File: config.mk
export PLATFORM = sky130hd
export DESIGN_NAME = game_tab_ctrl
export DESIGN_NICKNAME = d
export VERILOG_FILES = /design/src/rtl/game_tab_ctrl.sv
export SDC_FILE = /design/constraint.sdc
export NUM_CORES = 1
export LEC_CHECK = 0
export ABC_AREA = 1
export CAP_MARGIN = 20
export CORE_MARGIN = 2
export CORE_UTILIZATION = 40
export DETAILED_ROUTE_END_ITERATION = 8
export REMOVE_ABC_BUFFERS = 1
export SETUP_SLACK_MARGIN = 0.3
export SLEW_MARGIN = 20
export SYNTH_ARGS = -nofsm -noshare
export SYNTH_HDL_FRONTEND = slang
export SYNTH_SLANG_ARGS = --single-unit
File: constraint.sdc
create_clock -name px_clk -period 7.7 [get_ports px_clk]
set_input_delay 1.155 -clock px_clk [delete_from_list [all_inputs] [get_ports px_clk]]
set_output_delay 1.155 -clock px_clk [all_outputs]
set_load 0.02 [all_outputs]
File: src/rtl/game_tab_ctrl.sv
// Write-side controller for the 40x30x4b game table RAM (port B).
// Executes WRITE / MOVE / CLEAR commands only during vertical blank so frames never tear.
module game_tab_ctrl #(
  parameter int TAB_W       = 40,
  parameter int TAB_H       = 30,
  parameter int VISIBLEROWS = 480,
  parameter int VTOTAL      = 525,
  parameter int YC_LSB      = 10,   // position of the YC field inside RGBStr_i
  parameter int YC_W        = 10
) (
  input  logic        px_clk,
  input  logic        rst_n,
  input  logic [25:0] RGBStr_i,
  input  logic        cmd_valid,
  output logic        cmd_ready,
  input  logic [1:0]  cmd_op,
  input  logic [5:0]  cmd_x,
  input  logic [4:0]  cmd_y,
  input  logic [1:0]  cmd_dir,
  input  logic [3:0]  cmd_val,
  output logic [10:0] TabBAdd,
  output logic [3:0]  TabBDat_o,
  output logic        TabBWe,
  input  logic [3:0]  TabBDat_i,
  output logic        done,
  output logic [1:0]  status
);

  localparam logic [3:0] S_IDLE = 4'd0;
  localparam logic [3:0] S_WAIT = 4'd1;
  localparam logic [3:0] S_WR   = 4'd2;
  localparam logic [3:0] S_RD_S = 4'd3;
  localparam logic [3:0] S_RD_D = 4'd4;
  localparam logic [3:0] S_CHK  = 4'd5;
  localparam logic [3:0] S_WR_D = 4'd6;
  localparam logic [3:0] S_WR_S = 4'd7;
  localparam logic [3:0] S_CLR  = 4'd8;
  localparam logic [3:0] S_DONE = 4'd9;

  localparam logic [1:0] ST_OK      = 2'b00;
  localparam logic [1:0] ST_BLOCKED = 2'b01;
  localparam logic [1:0] ST_RANGE   = 2'b10;

  localparam logic [10:0]     W11     = 11'(TAB_W);
  localparam logic [10:0]     LAST    = 11'(TAB_W * TAB_H - 1);
  localparam logic [YC_W-1:0] Y_VIS   = YC_W'(VISIBLEROWS);
  localparam logic [YC_W-1:0] Y_GUARD = YC_W'(VTOTAL - 1);

  logic [3:0]  r_state, w_next;
  logic [1:0]  r_op, r_dir, r_status, w_status;
  logic [5:0]  r_x, w_dx;
  logic [4:0]  r_y, w_dy;
  logic [3:0]  r_val, r_src_val, r_wdat, w_wdat;
  logic [10:0] r_addr, w_addr, w_src, w_dst;
  logic        r_blank, r_we, r_done, w_we, w_off, w_range_err, w_blank_d;
  logic [YC_W-1:0] w_yc;
  logic        w_unused;

  assign w_yc      = RGBStr_i[YC_LSB +: YC_W];
  assign w_unused  = &{1'b0, RGBStr_i};
  assign w_blank_d = (w_yc >= Y_VIS) && (w_yc < Y_GUARD);

  assign w_src       = 11'(r_y) * W11 + 11'(r_x);
  assign w_dst       = 11'(w_dy) * W11 + 11'(w_dx);
  assign w_range_err = (r_x >= 6'(TAB_W)) || (r_y >= 5'(TAB_H)) || (r_op == 2'b11);

  // Destination cell of a MOVE; w_off flags an edge-of-table move (no wrap).
  always_comb begin
    w_dx  = r_x;
    w_dy  = r_y;
    w_off = 1'b0;
    case (r_dir)
      2'b00: begin w_off = (r_y == 5'd0);            w_dy = r_y - 5'd1; end
      2'b01: begin w_off = (r_y == 5'(TAB_H - 1));   w_dy = r_y + 5'd1; end
      2'b10: begin w_off = (r_x == 6'd0);            w_dx = r_x - 6'd1; end
      default: begin w_off = (r_x == 6'(TAB_W - 1)); w_dx = r_x + 6'd1; end
    endcase
  end

  // Port-B outputs are registered from the next state so address, data and
  // write enable line up with the state that owns them.
  always_comb begin
    // NOTE: every signal gets a default first so no path leaves it unassigned (no latch).
    w_next   = r_state;
    w_addr   = r_addr;
    w_wdat   = r_wdat;
    w_we     = 1'b0;
    w_status = r_status;
    case (r_state)
      S_IDLE: if (cmd_valid) w_next = S_WAIT;
      S_WAIT: begin
        if (w_range_err) begin
          w_next   = S_DONE;
          w_status = ST_RANGE;
        end else if (r_blank && w_blank_d) begin
          case (r_op)
            2'b00: begin w_next = S_WR;   w_addr = w_src; w_wdat = r_val; w_we = 1'b1; end
            2'b01: begin w_next = S_RD_S; w_addr = w_src; end
            default: begin w_next = S_CLR; w_addr = '0; w_wdat = r_val; w_we = 1'b1; end
          endcase
        end
      end
      S_WR: begin w_next = S_DONE; w_status = ST_OK; end
      S_RD_S: begin
        w_next = S_RD_D;
        w_addr = w_off ? w_src : w_dst;
      end
      S_RD_D: w_next = S_CHK;
      // Destination cell is on TabBDat_i during CHK.
      S_CHK: begin
        if ((r_src_val == 4'd0) || w_off || (TabBDat_i != 4'd0)) begin
          w_next   = S_DONE;
          w_status = ST_BLOCKED;
        end else begin
          w_next = S_WR_D;
          w_addr = w_dst;
          w_wdat = r_src_val;
          w_we   = 1'b1;
        end
      end
      S_WR_D: begin w_next = S_WR_S; w_addr = w_src; w_wdat = 4'd0; w_we = 1'b1; end
      S_WR_S: begin w_next = S_DONE; w_status = ST_OK; end
      S_CLR: begin
        w_we = w_blank_d;
        if (r_we) begin
          if (r_addr == LAST) begin
            w_next   = S_DONE;
            w_status = ST_OK;
            w_we     = 1'b0;
          end else begin
            w_addr = r_addr + 11'd1;
          end
        end
      end
      S_DONE: w_next = S_IDLE;
      default: w_next = S_IDLE;
    endcase
  end

  always_ff @(posedge px_clk or negedge rst_n) begin
    if (!rst_n) begin
      r_state   <= S_IDLE;
      r_blank   <= 1'b0;
      r_op      <= '0;
      r_x       <= '0;
      r_y       <= '0;
      r_dir     <= '0;
      r_val     <= '0;
      r_src_val <= '0;
      r_addr    <= '0;
      r_wdat    <= '0;
      r_we      <= 1'b0;
      r_done    <= 1'b0;
      r_status  <= ST_OK;
    end else begin
      // NOTE: sequential state uses non-blocking assignments so all registers update together.
      r_state  <= w_next;
      r_blank  <= w_blank_d;
      r_addr   <= w_addr;
      r_wdat   <= w_wdat;
      r_we     <= w_we;
      r_done   <= (w_next == S_DONE);
      r_status <= w_status;
      if (r_state == S_IDLE && cmd_valid) begin
        r_op  <= cmd_op;
        r_x   <= cmd_x;
        r_y   <= cmd_y;
        r_dir <= cmd_dir;
        r_val <= cmd_val;
      end
      if (r_state == S_RD_D) r_src_val <= TabBDat_i;
    end
  end

  // Gated by rst_n so the controller refuses commands while held in reset.
  assign cmd_ready = rst_n && (r_state == S_IDLE);
  assign TabBAdd   = r_addr;
  assign TabBDat_o = r_wdat;
  assign TabBWe    = r_we;
  assign done      = r_done;
  assign status    = r_status;

endmodule

### Yosys cells after proc, flatten, opt, wreduce, memory -nomap -nowiden

Index checks and enable logic that the tools add are counted.

| word-level totals | value |
|---|---|
| output and inout bits | 20 |
| logic and storage cells | 111 |
| input bits | 52 |
| bits in registers | 47 |

| cells by class | value |
|---|---|
| eq/ne operators | 25 |
| reductions and logical operators | 24 |
| multipliers | 2 |
| add/sub/neg operators | 7 |
| multiplexer cells | 36 |
| magnitude comparators | 4 |

Operator list:

| operator | number |
|---|---|
| two-way mux 11 bit | 7 |
| one-hot mux 11 bit (5 select lines) | 1 |
| two-way mux 4 bit | 10 |
| one-hot mux 4 bit (8 select lines) | 1 |
| adder 11 x 6 -> 11 bit | 2 |
| != test 2 bit (second input constant) | 9 |
| == test 4 x 3 -> 1 bit (second input constant) | 4 |
| multiplier 5 x 3 -> 8 bit (second input constant) | 2 |
| one-hot mux 4 bit (3 select lines) | 1 |
| one-hot mux 6 bit (2 select lines) | 1 |
| adder 11 x 1 -> 11 bit (second input constant) | 1 |
| == test 11 bit (second input constant) | 1 |
| greater-or-equal comparator 10 x 9 -> 1 bit (second input constant) | 1 |
| less-than comparator 10 bit (second input constant) | 1 |
| one-hot mux 5 bit (2 select lines) | 1 |
| AND reduction 5 bit | 2 |
| == test 4 x 2 -> 1 bit (second input constant) | 2 |
| == test 4 bit (second input constant) | 2 |
| zero test 4 bit | 2 |
| two-way mux 2 bit | 4 |
| one-hot mux 2 bit (4 select lines) | 1 |
| one-hot mux 4 bit (2 select lines) | 1 |
| nonzero test 4 bit | 2 |
| adder 6 x 1 -> 6 bit (second input constant) | 1 |
| other kinds (22) | 38 |

### Logic depth before layout (Yosys ltp)

| depth | value |
|---|---|
| depth after elaboration | 7 |
| mapped depth | 25 |
| mapped depth without buffers | 25 |

### Least setup slack after synthesis

Ideal clock, no wire load.

| timing | value |
|---|---|
| path kind | register to register |
| start | register r_dir[0] |
| end | register r_addr[10], in the netlist TabBAdd[10] |
| cell stages (with the launch flop) | 24 |
| period minus slack after synthesis | 3.272 ns |
| setup time | 0.113 ns |
| arrival | 3.159 ns |
| required time | 7.587 ns |
| path buffers | 0 |
| slack | 4.428 ns |
| path through | dfrtp_1 -> nor2_1 -> ha_1 -> nand2_1 -> nor2_1 -> a211oi_1 -> nor2_1 -> nor2_1 -> inv_1 -> a21oi_1 -> nand2_1 -> nand2_1 -> nor2_1 -> xor2_1 -> ha_1 -> nand3_1 -> nand2_1 -> nand2_1 -> nor3_1 -> nand4_1 -> nand3_1 -> nand3_1 -> nand2_1 -> inv_1 |

| between the ends | value |
|---|---|
| longest elaborated chain between the ends | 6 |
| elaborated cells between the ends (all ways) | 16 |
| those cells by class | add/sub: 1; mul: 1; eq/ne: 3; mux: 6; reduce/logical: 5 |

Ends and longest elaborated chain:

| element | RTL line | text |
|---|---|---|
| start, declared | 50 | `logic [1:0] r_op, r_dir, r_status, w_status;` |
| start signal, assigned | 168 | `r_dir <= cmd_dir;` |
| == test 2 x 1 -> 1 bit (tied with other cells) | 72 | `case (r_dir)` |
| one-hot mux 5 bit (2 select lines) (tied with other cells) | 72 |  |
| multiplier 5 x 3 -> 8 bit (tied with other cells) | 64 | `assign w_dst = 11'(w_dy) * W11 + 11'(w_dx);` |
| adder 11 x 6 -> 11 bit or logical OR 1 bit (tied branches) | 64, 111 |  |
| two-way mux 11 bit (tied with other cells) | 111 | `if ((r_src_val == 4'd0) \|\| w_off \|\| (TabBDat_i != 4'd0)) begin` |
| one-hot mux 11 bit (5 select lines) or AND reduction 6 bit (tied branches) | -- |  |
| end signal, assigned | 159 | `r_addr <= w_addr;` |
| end, declared | 54 | `logic [10:0] r_addr, w_addr, w_src, w_dst;` |

Several ways; a longest one is shown, not always the timed one. The select of a mux whose other input is x is not followed.
A chain may end at the register's enable or synchronous reset.

### Final worst setup path

| timing | value |
|---|---|
| start | register r_dir[1] |
| end | register r_addr[10], in the netlist TabBAdd[10] |

The elaborated chain is that of the path after synthesis.

==> out/summary.md <==
In this run the most critical hold path is launched from status[1]. The area fraction of the dominant cell type after synthesis was 31.49%. The post-route fraction of the period consumed by the critical path was 56.67%; the buffer depth of the longest clock path was 2. At the worst endpoint, the required time is 7.90 ns. In this run the cell area of the synthesized design comes to 3735 um^2. The number of sinks driven by the clock tree was 47.

Derived from the worst setup path, the maximum achievable clock frequency is 229.2 MHz. Clock latency on the worst-skew pair, taken at its later pin, is 0.30 ns. Buffers added to address setup during post-CTS repair amount to 0.

The clock slew at the register clock pins of the worst setup and hold paths is 0.10 ns, and the aggregate routed wire length is 8868 um. TritonCTS built the clock tree. The number of resized instances in the post-cts repair step was 0. The count of flip-flops with a built-in enable after synthesis was 0; the final setup TNS was 0 ns. Entering global routing, the biggest net connects 49 pins. The startpoint identified for the worst register-to-register timing path is r_dir[1]. For the flop-to-flop setup slack, the log shows 3.34 ns. The critical path arrival was 4.57 ns. The number of nets with antenna violations after routing was 0; the post-route clock skew was 0.01368 ns. The worst hold path terminates at status[1].

Across the VDD grid, the largest voltage drop is 0.1853 mV. After clock tree synthesis, the flow added hold-fix buffers numbering 0. Pin placement for this block handled 72 I/O pins. The tools report the startpoint kind of the worst setup timing path as a flop. The class of the most critical hold timing path is reg2reg. By area the synthesized netlist is led by sky130_fd_sc_hd__dfrtp_1 31%, sky130_fd_sc_hd__nand2_1 9.5%, sky130_fd_sc_hd__ha_1 8.0%.

The logs give 2 for the H-tree depth and 4382 um^2 for the total cell area at the placement stage. The buffer type at the clock tree root was sky130_fd_sc_hd__clkbuf_8. Destination of the worst register-to-register timing path: TabBAdd[10]. The largest total area in the synthesized netlist belongs to sky130_fd_sc_hd__dfrtp_1.

Relative to the synthesized area, the layout overhead comes to 20.87%. Setup violations remaining at the end of the flow were counted as 0. The height of the chip came out at 100.6 um.

Counting the buffers created by CTS gives 5. The finished cells cover 4514 um^2. Summing the sequential cell areas from Yosys gives 31.49% of the chip area. The number of DRC markers after the initial detailed-route iteration came out at 171. Counting instances in the post-synthesis netlist gives the leading cell types as 95 x sky130_fd_sc_hd__nand2_1, 63 x sky130_fd_sc_hd__inv_1, 58 x sky130_fd_sc_hd__nor2_1. The run gives 0 as the number of slew-limit violations in the final report. The depth of the worst register-to-register path works out to 24. The logs give 0 for the number of antenna violations at the first check in global routing and 18.04% for the global routing usage summed across all routing layers.

Initial cell density of the core: 40.81%. Dividing the detail-routed via count by the number of cells gives 5.210. Input and output buffers added on the ports amount to 53. Max-cap violations in this run came to 0.

The worst setup path is of the reg2reg kind. Counting instances, the worst hold path has a depth of 2. The average cell area after synthesis was 7.352 um^2; the proportion of layout cells with a drive suffix above 1 was 9.381%.

The logs give 10,130 um^2 for the die area and 508 for the number of standard cells after synthesis. STA classifies the critical path endpoint as a flop. The register bit count reported by yosys was 47. In this run the tightest slew margin relative to its limit is 58.94%. In the final layout, flip-flops and latches occupy 1176 um^2. The run gives 2.205 nW as the reported leakage power. The wire length of the first global-routing pass is 14,920 um, and the average routed wire per standard cell is 13.12 um. After global routing the overflow that remains totals 0.

The number of antenna diodes in the final layout is 0. The first detailed-routing pass took 4 iterations. For this run, asynchronously set or reset flops after synthesis account for 100.0%. The number of core rows was 35; the measured slew at the worst slew-check pin was 0.6158 ns. The area of the placeable core was 9153 um^2.

The filler cells instantiated in the layout total 946. The congestion estimate from routability-driven global placement came to 0.8639. The Yosys warning count was 0; the via count of the first global-routing pass was 3,273.

Most frequent cell after synthesis: sky130_fd_sc_hd__nand2_1. The maximum fanout along the worst path was 14; the cell area power density was 535.8 nW/um^2. Setup repair after global routing left no endpoint under its margin. In the synthesized netlist the dominant register cell turns out to be sky130_fd_sc_hd__dfrtp_1. The post-detailed-route DRC marker count came out at 0. The run finished with clean final reports.

The final number of hold-violating endpoints came out at 0. For the multi-input combinational cell area, the log shows 2230 um^2. The tools report the number of distinct library cell variants in the gate-level netlist after synthesis as 48.

The sum of net half-perimeters after detailed placement came out at 7102 um. The floorplan step set the die width to 100.6 um. For this block, the via count after detailed routing is 3,522. Counting I/O delays and the setup requirement, the final critical path takes 4.364 ns. The tools report the final-stage net count as 646.
worst max path at each step:
stage / from / end / slack, ns / cells past startpoint
after CTS: r_dir[1] / TabBAdd[10] / 3.38 / 24
after detailed placement: r_dir[1] / TabBAdd[10] / 3.43 / 24
after global placement: r_dir[1] / TabBAdd[10] / 3.53 / 24
after floorplan: r_dir[1] / TabBAdd[10] / 4.17 / 24
after global routing: r_dir[1] / TabBAdd[10] / 2.85 / 24
final: r_dir[1] / TabBAdd[10] / 3.34 / 24
cells in the final DEF (no fill, tap or decap), drive strengths merged, types with 9 or more instances in the layout:
master,n
dfrtp,47
mux2,9
clkdlybuf4s50,52
inv,77
o21ai,28
ha,24
nand2,100
a21oi,40
nor2,64
nor3,12
nand3,36
layout make-up:
class                   count  share of cell area, %
repair buffers             55                  11.97
clock buffers               6                  1.608
flip-flops and latches     47                  26.05
clock inverters             2                  1.330
multi-input cells         376                  49.39
well taps                 111                  3.076
inverters                  79                  6.569
cells by family (layout without fill, tap and decap cells):
| logic type | count (synthesis) | after routing | share of synthesized area [%] |
|---|---|---|---|
| simple gates | 230 | 230 | 28.34 |
| compound gates | 95 | 95 | 14.57 |
| buf+inv | 85 | 142 | 8.811 |
| flops | 47 | 47 | 31.49 |
| fa+ha+maj | 30 | 30 | 11.26 |
| xor+xnor | 12 | 12 | 2.814 |
| mux | 9 | 9 | 2.713 |
layer usage:
layer  wire length (um)  vias up  global-route usage (%)  share of wire (%)
met3                357        4                   2.288                4.0
met1               4458     1643                   26.41                 50
met4                 57        0                   3.056               0.64
met2               3994       79                   28.92                 45
li1                   -     1796                       -                  -
met5                  0        -                       0                  0
sequential cells by signal, summed over array words and instances, names as in the netlist, 4 cells and up:
register	flops
r_x	6
r_y	5
r_val	4
TabBDat_o	4
r_src_val	4
r_state	4
TabBAdd	11
critical path, cell delays in order (launching register included):
cell	delay, ns
sky130_fd_sc_hd__dfrtp_1	0.64
sky130_fd_sc_hd__inv_2	0.24
sky130_fd_sc_hd__nor2_1	0.44
sky130_fd_sc_hd__ha_1	0.37
sky130_fd_sc_hd__nand2_1	0.09
sky130_fd_sc_hd__nor2_1	0.04
sky130_fd_sc_hd__a211oi_1	0.36
sky130_fd_sc_hd__nor2_1	0.08
sky130_fd_sc_hd__nor2_1	0.10
sky130_fd_sc_hd__inv_1	0.05
sky130_fd_sc_hd__a21oi_1	0.17
sky130_fd_sc_hd__nand2_1	0.07
sky130_fd_sc_hd__nand2_1	0.06
sky130_fd_sc_hd__nor2_1	0.06
sky130_fd_sc_hd__xor2_1	0.15
sky130_fd_sc_hd__ha_1	0.36
sky130_fd_sc_hd__nand3_1	0.09
sky130_fd_sc_hd__nand2_1	0.10
sky130_fd_sc_hd__nand2_1	0.07
sky130_fd_sc_hd__nor3_1	0.27
sky130_fd_sc_hd__nand4_1	0.13
sky130_fd_sc_hd__nand3_1	0.12
sky130_fd_sc_hd__nand3_1	0.09
sky130_fd_sc_hd__nand2_1	0.07
sky130_fd_sc_hd__inv_1	0.03
power breakdown:
| group | leakage, nW | switching, W | internal, W |
|---|---|---|---|
| combinational | 1.60 | 0.00102 | 0.000706 |
| sequential | 0.536 | 0.000127 | 0.000349 |
| clock | 0.0654 | 0.0000845 | 0.000130 |
| total | 2.21 | 0.00123 | 0.00118 |
stage by stage:
step | total power (W) | utilization [%] | hold WS, ns | cells | setup slack [ns]
2_1_floorplan | 0.001744 | - | 0.4750 | 502 | 4.169
3_3_place_gp | 0.002158 | 47.87 | 0.4579 | 668 | 3.528
3_5_place_dp | 0.002206 | 47.87 | 0.4583 | 668 | 3.427
4_1_cts | 0.002431 | 49.32 | 0.4816 | 676 | 3.377
5_1_grt | 0.002710 | 49.32 | 0.5007 | 676 | 2.853
6_report | 0.002419 | 49.32 | 0.4782 | 676 | 3.336
Power figures use the tool's default switching activity.
